**config.mk**
```make
export PLATFORM = sky130hd
export DESIGN_NAME = truth_table_tester
export DESIGN_NICKNAME = d
export VERILOG_FILES = /design/src/rtl/tt_pkg.sv /design/src/rtl/tt_vec_seq.sv /design/src/rtl/truth_table_tester.sv
export SDC_FILE = /design/constraint.sdc
export NUM_CORES = 1
export LEC_CHECK = 0
export ABC_AREA = 1
export CORE_MARGIN = 2
export CORE_UTILIZATION = 45
export DETAILED_ROUTE_END_ITERATION = 8
export GPL_ROUTABILITY_DRIVEN = 0
export MAX_ROUTING_LAYER = met4
export PLACE_DENSITY_LB_ADDON = 0.1
export SKIP_CTS_REPAIR_TIMING = 1
export SYNTH_ARGS = -nofsm -noshare
export SYNTH_HDL_FRONTEND = slang
export SYNTH_SLANG_ARGS = --single-unit
export TNS_END_PERCENT = 20
```
**constraint.sdc**
```tcl
create_clock -name clk -period 3.6 [get_ports clk]
set_input_delay 0.72 -clock clk [delete_from_list [all_inputs] [get_ports clk]]
set_output_delay 0.72 -clock clk [all_outputs]
set_load 0.05 [all_outputs]
```
**src/rtl/tt_pkg.sv**
```systemverilog
// Shared types and helpers for the truth-table tester.
// Holds the FSM encoding and the binary-to-Gray mapping.
package tt_pkg;

   typedef enum logic [1:0] {
      IDLE   = 2'd0,
      HOLD_V = 2'd1,
      LAST   = 2'd2,
      FIN    = 2'd3
   } state_t;

   // Wide enough for the largest supported idx (N_IN=8 -> 9 bits).
   localparam int GW = 9;

   function automatic logic [GW-1:0] bin2gray(input logic [GW-1:0] b);
      return b ^ (b >> 1);
   endfunction

endpackage

```
**src/rtl/tt_vec_seq.sv**
```systemverilog
// Vector sequencer: idx and hold counters, binary/Gray mapping.
// window_last marks the sample cycle of each hold window.
module tt_vec_seq
   import tt_pkg::*;
#(
   parameter int N_IN = 3,
   parameter int HOLD = 10
) (
   input  logic            clk,
   input  logic            rst,
   input  logic            load,
   input  logic            gray_in,
   input  logic            run,
   output logic [N_IN-1:0] vec,
   output logic            window_last,
   output logic            idx_last
);

   localparam int CW = $clog2(HOLD);
   localparam logic [N_IN:0] IDX_END = (N_IN+1)'((1 << N_IN) - 1);
   localparam logic [CW-1:0] CNT_END = CW'(HOLD - 1);

   logic [N_IN:0] idx;
   logic [N_IN:0] idx_inc;
   logic [CW-1:0] cnt;
   logic          gray_q;
   logic          lead;

   function automatic logic [N_IN-1:0] map_vec(
      input logic [N_IN:0] i,
      input logic          g
   );
      logic [GW-1:0] w;
      w = GW'(i);
      return g ? N_IN'(bin2gray(w)) : N_IN'(w);
   endfunction

   assign idx_inc     = idx + 1'b1;
   assign idx_last    = (idx == IDX_END);
   assign window_last = run && !lead && (cnt == CNT_END);

   // lead delays the first vector by one edge after the start is accepted
   always_ff @(posedge clk) begin
      if (rst) begin
         idx    <= '0;
         cnt    <= '0;
         gray_q <= 1'b0;
         lead   <= 1'b0;
         vec    <= '0;
      end else if (load) begin
         idx    <= '0;
         cnt    <= '0;
         gray_q <= gray_in;
         lead   <= 1'b1;
      end else if (run) begin
         if (lead) begin
            lead <= 1'b0;
            vec  <= map_vec(idx, gray_q);
         end else if (cnt == CNT_END) begin
            cnt <= '0;
            if (!idx_last) begin
               idx <= idx_inc;
               vec <= map_vec(idx_inc, gray_q);
            end
         end else begin
            cnt <= cnt + 1'b1;
         end
      end
   end

endmodule

```
**src/rtl/truth_table_tester.sv**
```systemverilog
// Exhaustive stimulus generator and response checker for an
// N-input combinational function against a parameter truth table.
module truth_table_tester
   import tt_pkg::*;
#(
   parameter int                          N_IN     = 3,
   parameter int                          N_OUT    = 1,
   parameter int                          HOLD     = 10,
   parameter logic [N_OUT*(1<<N_IN)-1:0] EXPECTED = 8'b1110_1000
) (
   input  logic             clk,
   input  logic             rst,
   input  logic             start,
   input  logic             gray_mode,
   output logic [N_IN-1:0]  vec_out,
   input  logic [N_OUT-1:0] resp_in,
   output logic             busy,
   output logic             done,
   output logic             pass,
   output logic [N_IN:0]    err_count,
   output logic [N_IN-1:0]  first_err_vec,
   output logic             first_err_valid
);

   state_t state;
   state_t state_nxt;

   logic             load;
   logic             run;
   logic             window_last;
   logic             idx_last;
   logic [N_OUT-1:0] exp_resp;
   logic             mismatch;
   logic [N_IN:0]    err_nxt;

   tt_vec_seq #(
      .N_IN (N_IN),
      .HOLD (HOLD)
   ) u_seq (
      .clk         (clk),
      .rst         (rst),
      .load        (load),
      .gray_in     (gray_mode),
      .run         (run),
      .vec         (vec_out),
      .window_last (window_last),
      .idx_last    (idx_last)
   );

   // Table lookup is by the driven vector value, not by idx.
   assign exp_resp = EXPECTED[int'(vec_out)*N_OUT +: N_OUT];
   assign mismatch = (resp_in != exp_resp);
   assign err_nxt  = err_count + (N_IN+1)'(mismatch);

   always_ff @(posedge clk) begin
      if (rst) state <= IDLE;
      else     state <= state_nxt;
   end

   always_comb begin
      state_nxt = state;
      unique case (state)
         IDLE:    if (start) state_nxt = HOLD_V;
         HOLD_V:  if (window_last && idx_last) state_nxt = FIN;
         FIN:     state_nxt = IDLE;
         default: state_nxt = IDLE;
      endcase
   end

   always_comb begin
      load = 1'b0;
      run  = 1'b0;
      busy = 1'b0;
      done = 1'b0;
      unique case (state)
         IDLE:    load = start;
         HOLD_V: begin
            run  = 1'b1;
            busy = 1'b1;
         end
         FIN:     done = 1'b1;
         default: ;
      endcase
   end

   always_ff @(posedge clk) begin
      if (rst) begin
         pass            <= 1'b0;
         err_count       <= '0;
         first_err_vec   <= '0;
         first_err_valid <= 1'b0;
      end else if (load) begin
         pass            <= 1'b0;
         err_count       <= '0;
         first_err_vec   <= '0;
         first_err_valid <= 1'b0;
      end else if (window_last) begin
         err_count <= err_nxt;
         if (mismatch && !first_err_valid) begin
            first_err_vec   <= vec_out;
            first_err_valid <= 1'b1;
         end
         if (idx_last) pass <= (err_nxt == '0);
      end
   end

endmodule

```
# == Word level (Yosys, flattened, before mapping) ==
# Cells that the tools add are included.
# classes
n_reduce_logical,17
shifts,1
eq_ne,8
muxes,14
add_sub_neg,3
n_bitwise,5
# op_table
operator,n
$mux W3,5
$add A4 B1 Y4 const B,2
$reduce_and A2 Y1,4
$reduce_and A4 Y1,2
$shiftx A8 B4 Y1 const A,1
$xor A3 B3 Y3,2
$mux W1,5
$add A4 B1 Y4,1
$eq A4 B3 Y1 const B,1
$eq A4 B4 Y1 const B,1
$logic_and A1 B1 Y1,4
$logic_not A4 Y1,1
$mux W2,2
$mux W4,1
$ne A2 B2 Y1 const B,2
$pmux W2 S2,1
$reduce_bool A2 Y1,2
$not A1 Y1,3
$eq A2 B1 Y1 const B,1
$eq A2 B2 Y1 const B,1
$logic_not A1 Y1,2
$logic_not A2 Y1,1
$ne A2 B1 Y1 const B,1
$reduce_or A2 Y1,1
$ne A1 B1 Y1,1
# totals
inputBits,5
wordCells,58
regBits,24

# == Longest topological paths before layout ==
# Gate-level depths: netlist (run 1).
# depth
word_depth,7
ltp_mapped,12

# == Hierarchy ==
# A second synthesis (run 1) with hierarchy kept.
# unflattened
cells_unflattened,201
hier_area_um2,1373.8
# modules_own_cells
mod,cells_per_inst,seq_area_each_um2,n_inst,area_per_inst_um2
tt_vec_seq,118,260.2,1,783.3
truth_table_tester,83,220.2,1,590.6

# == Least setup slack after synthesis (run 1) ==
# OpenSTA, ideal clock, no wires.
# synth_timing
path_kind,reg-to-reg
from,reg u_seq.vec[2]
to,reg pass
path_slack_ns,1.652
path_stages_with_launch,13
t_required_ns,3.535
n_path_buf,0
arrival_time_ns,1.883
path_cell_list,dfxtp_1 -> inv_1 -> nand2_1 -> nand2_1 -> nand2_1 -> nand2_1 -> ha_1 -> ha_1 -> xnor2_1 -> nand3_1 -> nor2_1 -> nor2_1 -> nor2_1
# synth_via
elab_chain_len,4
# synth_rtl
element,line_no,text
"start, declared",tt_vec_seq.sv:14,"output logic [N_IN-1:0] vec,"
"start signal, assigned",tt_vec_seq.sv:58,"vec <= map_vec(idx, gray_q);"
"start signal, assigned",tt_vec_seq.sv:63,"vec <= map_vec(idx_inc, gray_q);"
$shiftx A8 B4 Y1,truth_table_tester.sv:51,assign exp_resp = EXPECTED[int'(vec_out)*N_OUT +: N_OUT];
$ne A1 B1 Y1,truth_table_tester.sv:52,assign mismatch = (resp_in != exp_resp);
$add A4 B1 Y4,truth_table_tester.sv:53,assign err_nxt = err_count + (N_IN+1)'(mismatch);
$logic_not A4 Y1,truth_table_tester.sv:103,if (idx_last) pass <= (err_nxt == '0);
"end signal, assigned",truth_table_tester.sv:103,
"end, declared",truth_table_tester.sv:19,"output logic pass,"
# No other way between the ends.
# A chain may end at the register's enable or synchronous reset.

# == Worst setup path in the final report (run 1) ==
# layout_timing
from,reg state[0]
to,out busy
# layout_via
elab_chain_len,2
# layout_rtl
element,line_no,text
"start, declared",truth_table_tester.sv:25,state_t state;
"start signal, assigned",truth_table_tester.sv:57,else state <= state_nxt;
$eq A2 B1 Y1,truth_table_tester.sv:75,unique case (state)
$mux W1,truth_table_tester.sv:75,
"end, declared",truth_table_tester.sv:17,"output logic busy,"
# No other way between the ends.

==> results.sh, run 1 <==
export IMPL_clock_skew_final_ns=0.00557
export IMPL_crit_end="busy"
export IMPL_rsz0062_at_grt="false"
export IMPL_arrival_ns=1.75
export IMPL_setup_tns_final_ns=0
export IMPL_drt_iter0_drc=56
export IMPL_dieHeight_um=58.7
export IMPL_crit_type="reg2out"
export IMPL_powerDensity_nw_per_um2=304
export IMPL_numClockSinks=24
export IMPL_gr_total_overflow=0
export IMPL_antenna_left=0
export IMPL_synth_top_area_share_pct=35.7
export IMPL_drv_slew=0
export IMPL_cp_slowest_cell="clkdlybuf4s50_1"
export IMPL_crit_chain="inv_2, nor2_8, clkdlybuf4s50_1"
export IMPL_slowest_delay_ns=0.82
export IMPL_violations="design-rule violations"
export IMPL_num_vias=1200
export IMPL_syn_nets=203
export IMPL_core_area_sq_um=2810
export IMPL_synth_seq_cells=24
export IMPL_cp_required_ns=2.88
export IMPL_reg2reg_depth=12
export IMPL_peakVddDrop_v=0.000149
export IMPL_nets=225
export IMPL_track_usage_pct=17.8
export IMPL_synth_ff_type="dfxtp_1"
export IMPL_setup_violations=0
export IMPL_drc_errors=3
export IMPL_grt_max_degree=15
export IMPL_met1_length_mm=1.26
export IMPL_synthesis_area_sq_um=1350
export IMPL_hpwl_mm=2.08
export IMPL_worstReg2RegEnd="pass"
export IMPL_synth_top_cell_by_area="dfxtp_1"
export IMPL_endpoint_kind="primary output"
export IMPL_post_drt_wl_per_cell_um=10.7
export IMPL_drive_gt1_share_pct=10.7
export IMPL_period_needed_ns=2.47
export IMPL_yosysSeqAreaShare_pct=35.7
export IMPL_synth_edf_count=0
export IMPL_cts_inserted_buffers=3
export IMPL_setup_worst_path_start_class="flop"
export IMPL_tightest_slew_ns=0.496
export IMPL_top_layer="met4"
export IMPL_yosys_top_cells_count="nand2_1, inv_1, dfxtp_1, nor2_1, nand3_1"
export IMPL_antenna_found_initial=0
export IMPL_fp_dieArea_sq_um=3440
export IMPL_initial_core_util_pct=47.9
export IMPL_totalPowerFinal_w=0.000483
export IMPL_die_x_um=58.7
export IMPL_cp_startpoint="state[0]"
export IMPL_cts_htree_levels=1
export IMPL_yosysWarnings=0
export IMPL_tritoncts="done"
export IMPL_grt_pass1_vias=1124
export IMPL_met3_length_um=100
export IMPL_cts_root_buf="clkbuf_4"
export IMPL_clk_insertion_delay_late_ns=0.31
export IMPL_slew_headroom_pct=66.8
export IMPL_ios=19
export IMPL_synth_area_leaders="dfxtp_1, nand2_1, inv_1"
export IMPL_period_share_pct=68.7
export IMPL_timing_fmax_mhz=404
export IMPL_grt_first_pass_wirelength_mm=4.71
export IMPL_r2r_slack_ns=1.83
export IMPL_hold_class="reg2reg"
export IMPL_dp_cells=241
export IMPL_rows=19
export IMPL_antennaDiodeCount=0
export IMPL_critPathBufInv=2
export IMPL_async_reset_ff_share_pct=0
export IMPL_first_pass_iters=6
export IMPL_cellLeakagePower_nw=0.676
export IMPL_drt_wl_total_mm=2.62
export IMPL_synthCells=193
export IMPL_portBuffers=18
export IMPL_finalNonFillerCells=245
export IMPL_vias_per_cell=4.90
export IMPL_critPathMaxFanout=6
export IMPL_cts_max_path_buffers=2
export IMPL_syn2layout_area_growth_pct=18.1
export IMPL_syn_avg_cell_area_sq_um=6.97
export IMPL_path_depth=3
export IMPL_maxCapViolations=0
export IMPL_yosysMostFrequentCell="nand2_1"
export IMPL_route_met2_wl_mm=1.25
export IMPL_ys_types=22
export IMPL_finalHoldViolCount=0
export IMPL_clk_pin_slew_ns=0.13
export IMPL_status="finished, violations left"
export IMPL_crit_family="buffers and inverters"
export IMPL_rr_startpoint="u_seq.vec[2]"
-- report_power, final --
part | total [W] | switching (W) | leakage (nW) | internal (W)
clock | 0.000141 | 0.0000790 | 0.0210 | 0.0000617
sequential | 0.000277 | 0.00000631 | 0.194 | 0.000271
combinational | 0.0000648 | 0.0000437 | 0.460 | 0.0000211
total | 0.000483 | 0.000129 | 0.676 | 0.000354
-- metal layers --
| metal | global-route usage [%] | up-vias |
|---|---|---|
| met5 | - | - |
| met4 | 4.55 | 0 |
| met3 | 1.98 | 2 |
| met2 | 29.1 | 18 |
| met1 | 23.6 | 532 |
| li1 | - | 648 |
-- tightest hold or removal path: stages, from the launching register on --
cell and delay (ns):
dfxtp_1 0.35, nor2_1 0.04, nor2_1 0.07
-- final cells by class --
cell class / count / area (sq um)
fill: 294 / 1220
clock buffer: 4 / 36.3
tap: 31 / 38.8
multi-input combinational: 139 / 744
inverter: 29 / 109
timing repair buffer: 18 / 180
sequential: 24 / 480
-- logic make-up after synthesis --
family,Yosys count,synth area share (%)
AOI/OAI and AO/OA,21,8.00
xor gates and xnor gates,3,1.95
adders and majority gates,5,4.65
buffers and inverters,30,8.93
DFF,24,35.7
and+or+nand+nor,110,40.7
-- worst min path at each step --
stage	cells past startpoint	from	to	slack, ns
3_3_place_gp	2	first_err_vec[1]	first_err_vec[1]	0.45
6_report	2	first_err_vec[0]	first_err_vec[0]	0.48
3_5_place_dp	2	first_err_vec[1]	first_err_vec[1]	0.46
4_1_cts	2	first_err_vec[0]	first_err_vec[0]	0.49
5_1_grt	2	first_err_vec[2]	first_err_vec[2]	0.52
2_1_floorplan	2	u_seq.cnt[1]	u_seq.cnt[1]	0.46
-- registers in the layout, summed over array words and instances, names as in the netlist --
signal,cells
state,2
u_seq.vec,3
u_seq.lead,1
u_seq.gray_q,1
err_count,4
first_err_valid,1
u_seq.idx,4
first_err_vec,3
u_seq.cnt,4
pass,1
-- placed cells by master, fill, tap and decap left out, drive strengths merged --
| cell type | instances |
|---|---|
| nor2 | 32 |
| nand2 | 53 |
| dfxtp | 24 |
| nor3 | 2 |
| clkdlybuf4s50 | 18 |
| ha | 5 |
| nand3 | 21 |
| a21oi | 9 |
| xor2 | 2 |
| clkbuf | 4 |
| o21ai | 11 |
| inv | 29 |
| nand4 | 2 |
| o211ai | 1 |
| xnor2 | 1 |
-- metrics by stage --
step,area [sq um],hold WS [ns],worst slack [ns],utilization (%)
after global routing,1590,0.516,1.02,56.6
after floorplan,1350,0.463,1.65,-
after detailed placement,1550,0.457,1.16,55.4
after global placement,1550,0.453,1.22,55.4
after CTS,1590,0.490,1.11,56.6
final,1590,0.482,1.13,56.6
Power figures use the tool's default switching activity.
==> run 2: changes to the inputs <==
clock period = 2.3 ns   (was 3.6 ns; I/O delays follow)
==> run 2 against run 1 <==
The flow still finishes with violations (design-rule violations). Sequential power increased by 57%. Global-route usage is the same. Flip-flop and latch count stayed put. Cell area rose by 0.32%. Register-to-register slack worse by 1.3 ns. Clock power rose by 56%. Non-clock buffer count did not move. Die area did not move. Count of clock-buffer cells in the layout unchanged. Power up 56%. Combinational power grew 56%. Critical endpoint is now err_count[2]. Largest cell class unchanged.
==> results.sh, run 2 (same netlist as run 1, synthesis figures left out) <==
export IMPL_tightest_slew_ns=0.504
export IMPL_core_area_sq_um=2810
export IMPL_cp_required_ns=1.84
export IMPL_place_ws_ns=0.115
export IMPL_clk_insertion_delay_late_ns=0.31
export IMPL_setup_violations=0
export IMPL_portBuffers=18
export IMPL_cts_inserted_buffers=3
export IMPL_setup_tns_final_ns=0
export IMPL_period_needed_ns=2.01
export IMPL_syn2layout_area_growth_pct=18.5
export IMPL_antennaDiodeCount=0
export IMPL_rows=19
export IMPL_grt_max_degree=15
export IMPL_initial_core_util_pct=47.9
export IMPL_endpoint_kind="primary output"
export IMPL_drc_errors=3
export IMPL_rr_startpoint="u_seq.vec[2]"
export IMPL_maxCapViolations=0
export IMPL_drt_wl_total_mm=2.62
export IMPL_cp_startpoint="err_count[2]"
export IMPL_cellLeakagePower_nw=0.708
export IMPL_crit_chain="clkdlybuf4s50_1"
export IMPL_nets=225
export IMPL_num_vias=1200
export IMPL_rsz0062_at_grt="false"
export IMPL_die_x_um=58.7
export IMPL_gr_total_overflow=0
export IMPL_numClockSinks=24
export IMPL_clk_pin_slew_ns=0.13
export IMPL_drv_slew=0
export IMPL_arrival_ns=1.55
export IMPL_hold_class="reg2reg"
export IMPL_whs_ns=0.482
export IMPL_period_share_pct=87.5
export IMPL_slowest_delay_ns=0.83
export IMPL_path_depth=1
export IMPL_peakVddDrop_v=0.000233
export IMPL_postLayoutCoreUtil_pct=56.8
export IMPL_reg2reg_depth=12
export IMPL_ios=19
export IMPL_layout_setup_ws_ns=0.286
export IMPL_top_regs="err_count x4, u_seq.cnt x4, u_seq.idx x4"
export IMPL_clock_skew_final_ns=0.00557
export IMPL_violations="design-rule violations"
export IMPL_hpwl_mm=2.08
export IMPL_dpl_cell_area_sq_um=1550
export IMPL_drt_iter0_drc=55
export IMPL_crit_end="err_count[2]"
export IMPL_worstReg2RegEnd="pass"
export IMPL_tritoncts="done"
export IMPL_dieHeight_um=58.7
export IMPL_drive_gt1_share_pct=10.7
export IMPL_critPathMaxFanout=4
export IMPL_fp_dieArea_sq_um=3440
export IMPL_crit_family="buffers and inverters"
export IMPL_cts_htree_levels=1
export IMPL_cts_max_path_buffers=2
export IMPL_first_pass_iters=6
export IMPL_post_drt_wl_per_cell_um=10.7
export IMPL_antenna_left=0
export IMPL_timing_fmax_mhz=497
export IMPL_layout_commonest_cell="nand2_1"
export IMPL_status="finished, violations left"
export IMPL_critPathBufInv=1
export IMPL_powerDensity_nw_per_um2=474
export IMPL_antenna_found_initial=0
export IMPL_track_usage_pct=17.8
export IMPL_slew_headroom_pct=66.3
export IMPL_cp_slowest_cell="clkdlybuf4s50_1"
export IMPL_grt_pass1_vias=1124
export IMPL_setup_worst_path_start_class="flop"
export IMPL_final_cell_mix="nand2_1, inv_1, nor2_1, dfxtp_1, nand3_1"
export IMPL_cts_root_buf="clkbuf_4"
export IMPL_grt_first_pass_wirelength_mm=4.71
export IMPL_fin_area_sq_um=1590
export IMPL_r2r_slack_ns=0.53
export IMPL_crit_type="reg2out"
export IMPL_finalHoldViolCount=0
export IMPL_vias_per_cell=4.90
[run 2: cell type report]
class	count	area (sq um)
fillers	293	1210
multi-input cells	139	744
flip-flops and latches	24	480
repair buffers	18	185
inverters	29	109
well taps	31	38.8
clock buffers	4	36.3
[run 2: per-stage QoR]
| stage | cells | total power [W] |
|---|---|---|
| 2_1_floorplan | 193 | 0.000518 |
| 3_3_place_gp | 241 | 0.000543 |
| 3_5_place_dp | 241 | 0.000545 |
| 4_1_cts | 245 | 0.000768 |
| 5_1_grt | 245 | 0.000800 |
| 6_report | 245 | 0.000755 |
[run 2: worst min-delay path by stage]
stage | depth (start not counted) | slack, ns | startpoint | endpoint
5_1_grt | 2 | 0.52 | first_err_vec[2] | first_err_vec[2]
3_5_place_dp | 2 | 0.46 | first_err_vec[1] | first_err_vec[1]
6_report | 2 | 0.48 | first_err_vec[0] | first_err_vec[0]
4_1_cts | 2 | 0.49 | first_err_vec[0] | first_err_vec[0]
2_1_floorplan | 2 | 0.46 | u_seq.cnt[1] | u_seq.cnt[1]
3_3_place_gp | 2 | 0.45 | first_err_vec[1] | first_err_vec[1]
[run 2: power by group]
part           switching [W]  internal, W
clock network       0.000124    0.0000965
registers         0.00000988     0.000424
logic              0.0000684    0.0000328
[run 2: layer usage]
metal	track usage, %	vias up	wire (um)
met5	-	-	0
met2	29.1	18	1250
met1	23.6	532	1260
li1	-	648	-
met4	4.55	0	13
met3	1.98	2	104
[run 2: worst min-delay path, cell delays in order, from the launching register on]
cell     delay (ns)
dfxtp_1        0.35
nor2_1         0.04
nor2_1         0.07
==> run 3: changes to the inputs <==
CORE_MARGIN = 3   (was 2)
GPL_TIMING_DRIVEN = 0   (was not set)
==> run 3 against run 2 <==
The flow now finishes without violations. Sequential share of layout area is 0.47 points lower. Die area grew 6.9%. Flip-flop and latch count stayed put. Worst hold slack improved by 0.0090 ns. Worst setup slack got worse by 0.16 ns. Sequential power is essentially flat. Cell area increased by 1.6%. Critical endpoint is now done.
==> results.sh, run 3 (same netlist as run 1, synthesis figures left out) <==
export IMPL_crit_family="buffers and inverters"
export IMPL_antennaDiodeCount=0
export IMPL_rows=19
export IMPL_cp_required_ns=1.84
export IMPL_timing_fmax_mhz=459
export IMPL_cts_max_path_buffers=2
export IMPL_final_cell_mix="nand2_1, inv_1, nor2_1, dfxtp_1, nand3_1"
export IMPL_period_needed_ns=2.18
export IMPL_post_drt_wl_per_cell_um=10.4
export IMPL_num_vias=1213
export IMPL_setup_worst_path_start_class="flop"
export IMPL_hold_class="reg2reg"
export IMPL_syn2layout_area_growth_pct=20.4
export IMPL_clk_insertion_delay_late_ns=0.32
export IMPL_fin_area_sq_um=1620
export IMPL_slew_headroom_pct=66.3
export IMPL_critPathMaxFanout=3
export IMPL_first_pass_iters=4
export IMPL_met3_length_um=114
export IMPL_cellLeakagePower_nw=0.702
export IMPL_period_share_pct=94.6
export IMPL_drt_iter0_drc=58
export IMPL_dpl_cell_area_sq_um=1560
export IMPL_status="finished, final reports clean"
export IMPL_ios=19
export IMPL_antenna_found_initial=0
export IMPL_peakVddDrop_v=0.000247
export IMPL_cts_root_buf="clkbuf_4"
export IMPL_die_x_um=60.7
export IMPL_drt_wl_total_mm=2.57
export IMPL_drv_slew=0
export IMPL_gr_total_overflow=0
export IMPL_slowest_delay_ns=0.79
export IMPL_core_area_sq_um=2810
export IMPL_initial_core_util_pct=47.9
export IMPL_r2r_slack_ns=0.56
export IMPL_endpoint_kind="primary output"
export IMPL_portBuffers=18
export IMPL_critPathBufInv=2
export IMPL_grt_pass1_vias=1080
export IMPL_setup_tns_final_ns=0
export IMPL_route_met2_wl_mm=1.19
export IMPL_place_ws_ns=0.122
export IMPL_layout_commonest_cell="nand2_1"
export IMPL_drive_gt1_share_pct=11.2
export IMPL_cp_slowest_cell="clkdlybuf4s50_1"
export IMPL_crit_chain="nand2_1, inv_1, clkdlybuf4s50_1"
export IMPL_maxCapViolations=0
export IMPL_cts_inserted_buffers=3
export IMPL_clk_pin_slew_ns=0.14
export IMPL_met1_length_mm=1.24
export IMPL_tightest_slew_ns=0.504
export IMPL_antenna_left=0
export IMPL_tritoncts="done"
export IMPL_arrival_ns=1.72
export IMPL_clock_skew_final_ns=0.00115
export IMPL_top_layer="met4"
export IMPL_dieHeight_um=60.7
export IMPL_crit_type="reg2out"
export IMPL_grt_max_degree=15
export IMPL_drc_errors=0
export IMPL_finalHoldViolCount=0
export IMPL_fp_dieArea_sq_um=3680
export IMPL_nets=226
export IMPL_hpwl_mm=2.09
export IMPL_grt_first_pass_wirelength_mm=4.58
export IMPL_track_usage_pct=16.9
export IMPL_setup_violations=0
export IMPL_rsz0062_at_grt="false"
export IMPL_vias_per_cell=4.93
export IMPL_top_regs="err_count x4, u_seq.cnt x4, u_seq.idx x4"
export IMPL_layout_setup_ws_ns=0.124
export IMPL_numClockSinks=24
export IMPL_powerDensity_nw_per_um2=523
export IMPL_cts_htree_levels=1
[run 3: changes by cell type in the layout (fill, tap and decap cells not counted)]
| cell | previous run | this run |
|---|---|---|
| clkdlybuf4s50_1 | 16 | 17 |
| bufinv_16 | 0 | 1 |
| clkbuf_8 | 1 | 0 |
| buf_6 | 0 | 1 |
| dlymetal6s2s_1 | 2 | 1 |
[run 3: stage by stage]
stage | power, W | hold WS, ns | utilization [%] | instances
global placement | 0.000547 | 0.451 | 55.8 | 242
finish | 0.000847 | 0.491 | 57.7 | 246
detailed placement | 0.000549 | 0.468 | 55.8 | 242
floorplan | 0.000518 | 0.463 | - | 193
CTS | 0.000859 | 0.499 | 57.6 | 246
global route | 0.000895 | 0.536 | 57.7 | 246
[run 3: routing by layer]
metal / up-vias / track usage, %
met1: 526 / 21.6
met3: 4 / 3.19
li1: 656 / -
met5: - / -
met2: 27 / 26.3
met4: 0 / 6.50
[run 3: layout make-up]
class                   instances  area [sq um]
well taps                      31          38.8
flip-flops and latches         24           480
multi-input cells             139           744
fillers                       284          1190
inverters                      29           109
clock buffers                   3          22.5
repair buffers                 18           183
clock inverters                 1          30.0
plain buffers                   1          11.3
[run 3: final timing paths]
| check | from | to | cells past startpoint |
|---|---|---|---|
| hold reg to reg | first_err_vec[0] | first_err_vec[0] | 2 |
| setup reg to reg | u_seq.vec[2] | pass | 12 |
| setup / recovery | state[1] | done | 3 |
| hold / removal | first_err_vec[0] | first_err_vec[0] | 2 |
[run 3: worst reg2reg max path, cell delays in order (launching register included)]
cell     delay [ns]
dfxtp_1        0.37
inv_1          0.08
nand2_1        0.10
nand2_1        0.07
nand2_1        0.06
nand2_1        0.10
ha_1           0.23
ha_1           0.20
xnor2_1        0.16
nand3_1        0.09
nor2_1         0.10
nor2_1         0.04
nor2_1         0.09
[run 3: report_power, final]
| group | leakage (nW) | internal (W) | switching (W) |
|---|---|---|---|
| Clock | 0.0279 | 0.000176 | 0.000132 |
| Sequential | 0.194 | 0.000424 | 0.00000984 |
| Combinational | 0.480 | 0.0000352 | 0.0000693 |
| Total | 0.702 | 0.000635 | 0.000211 |
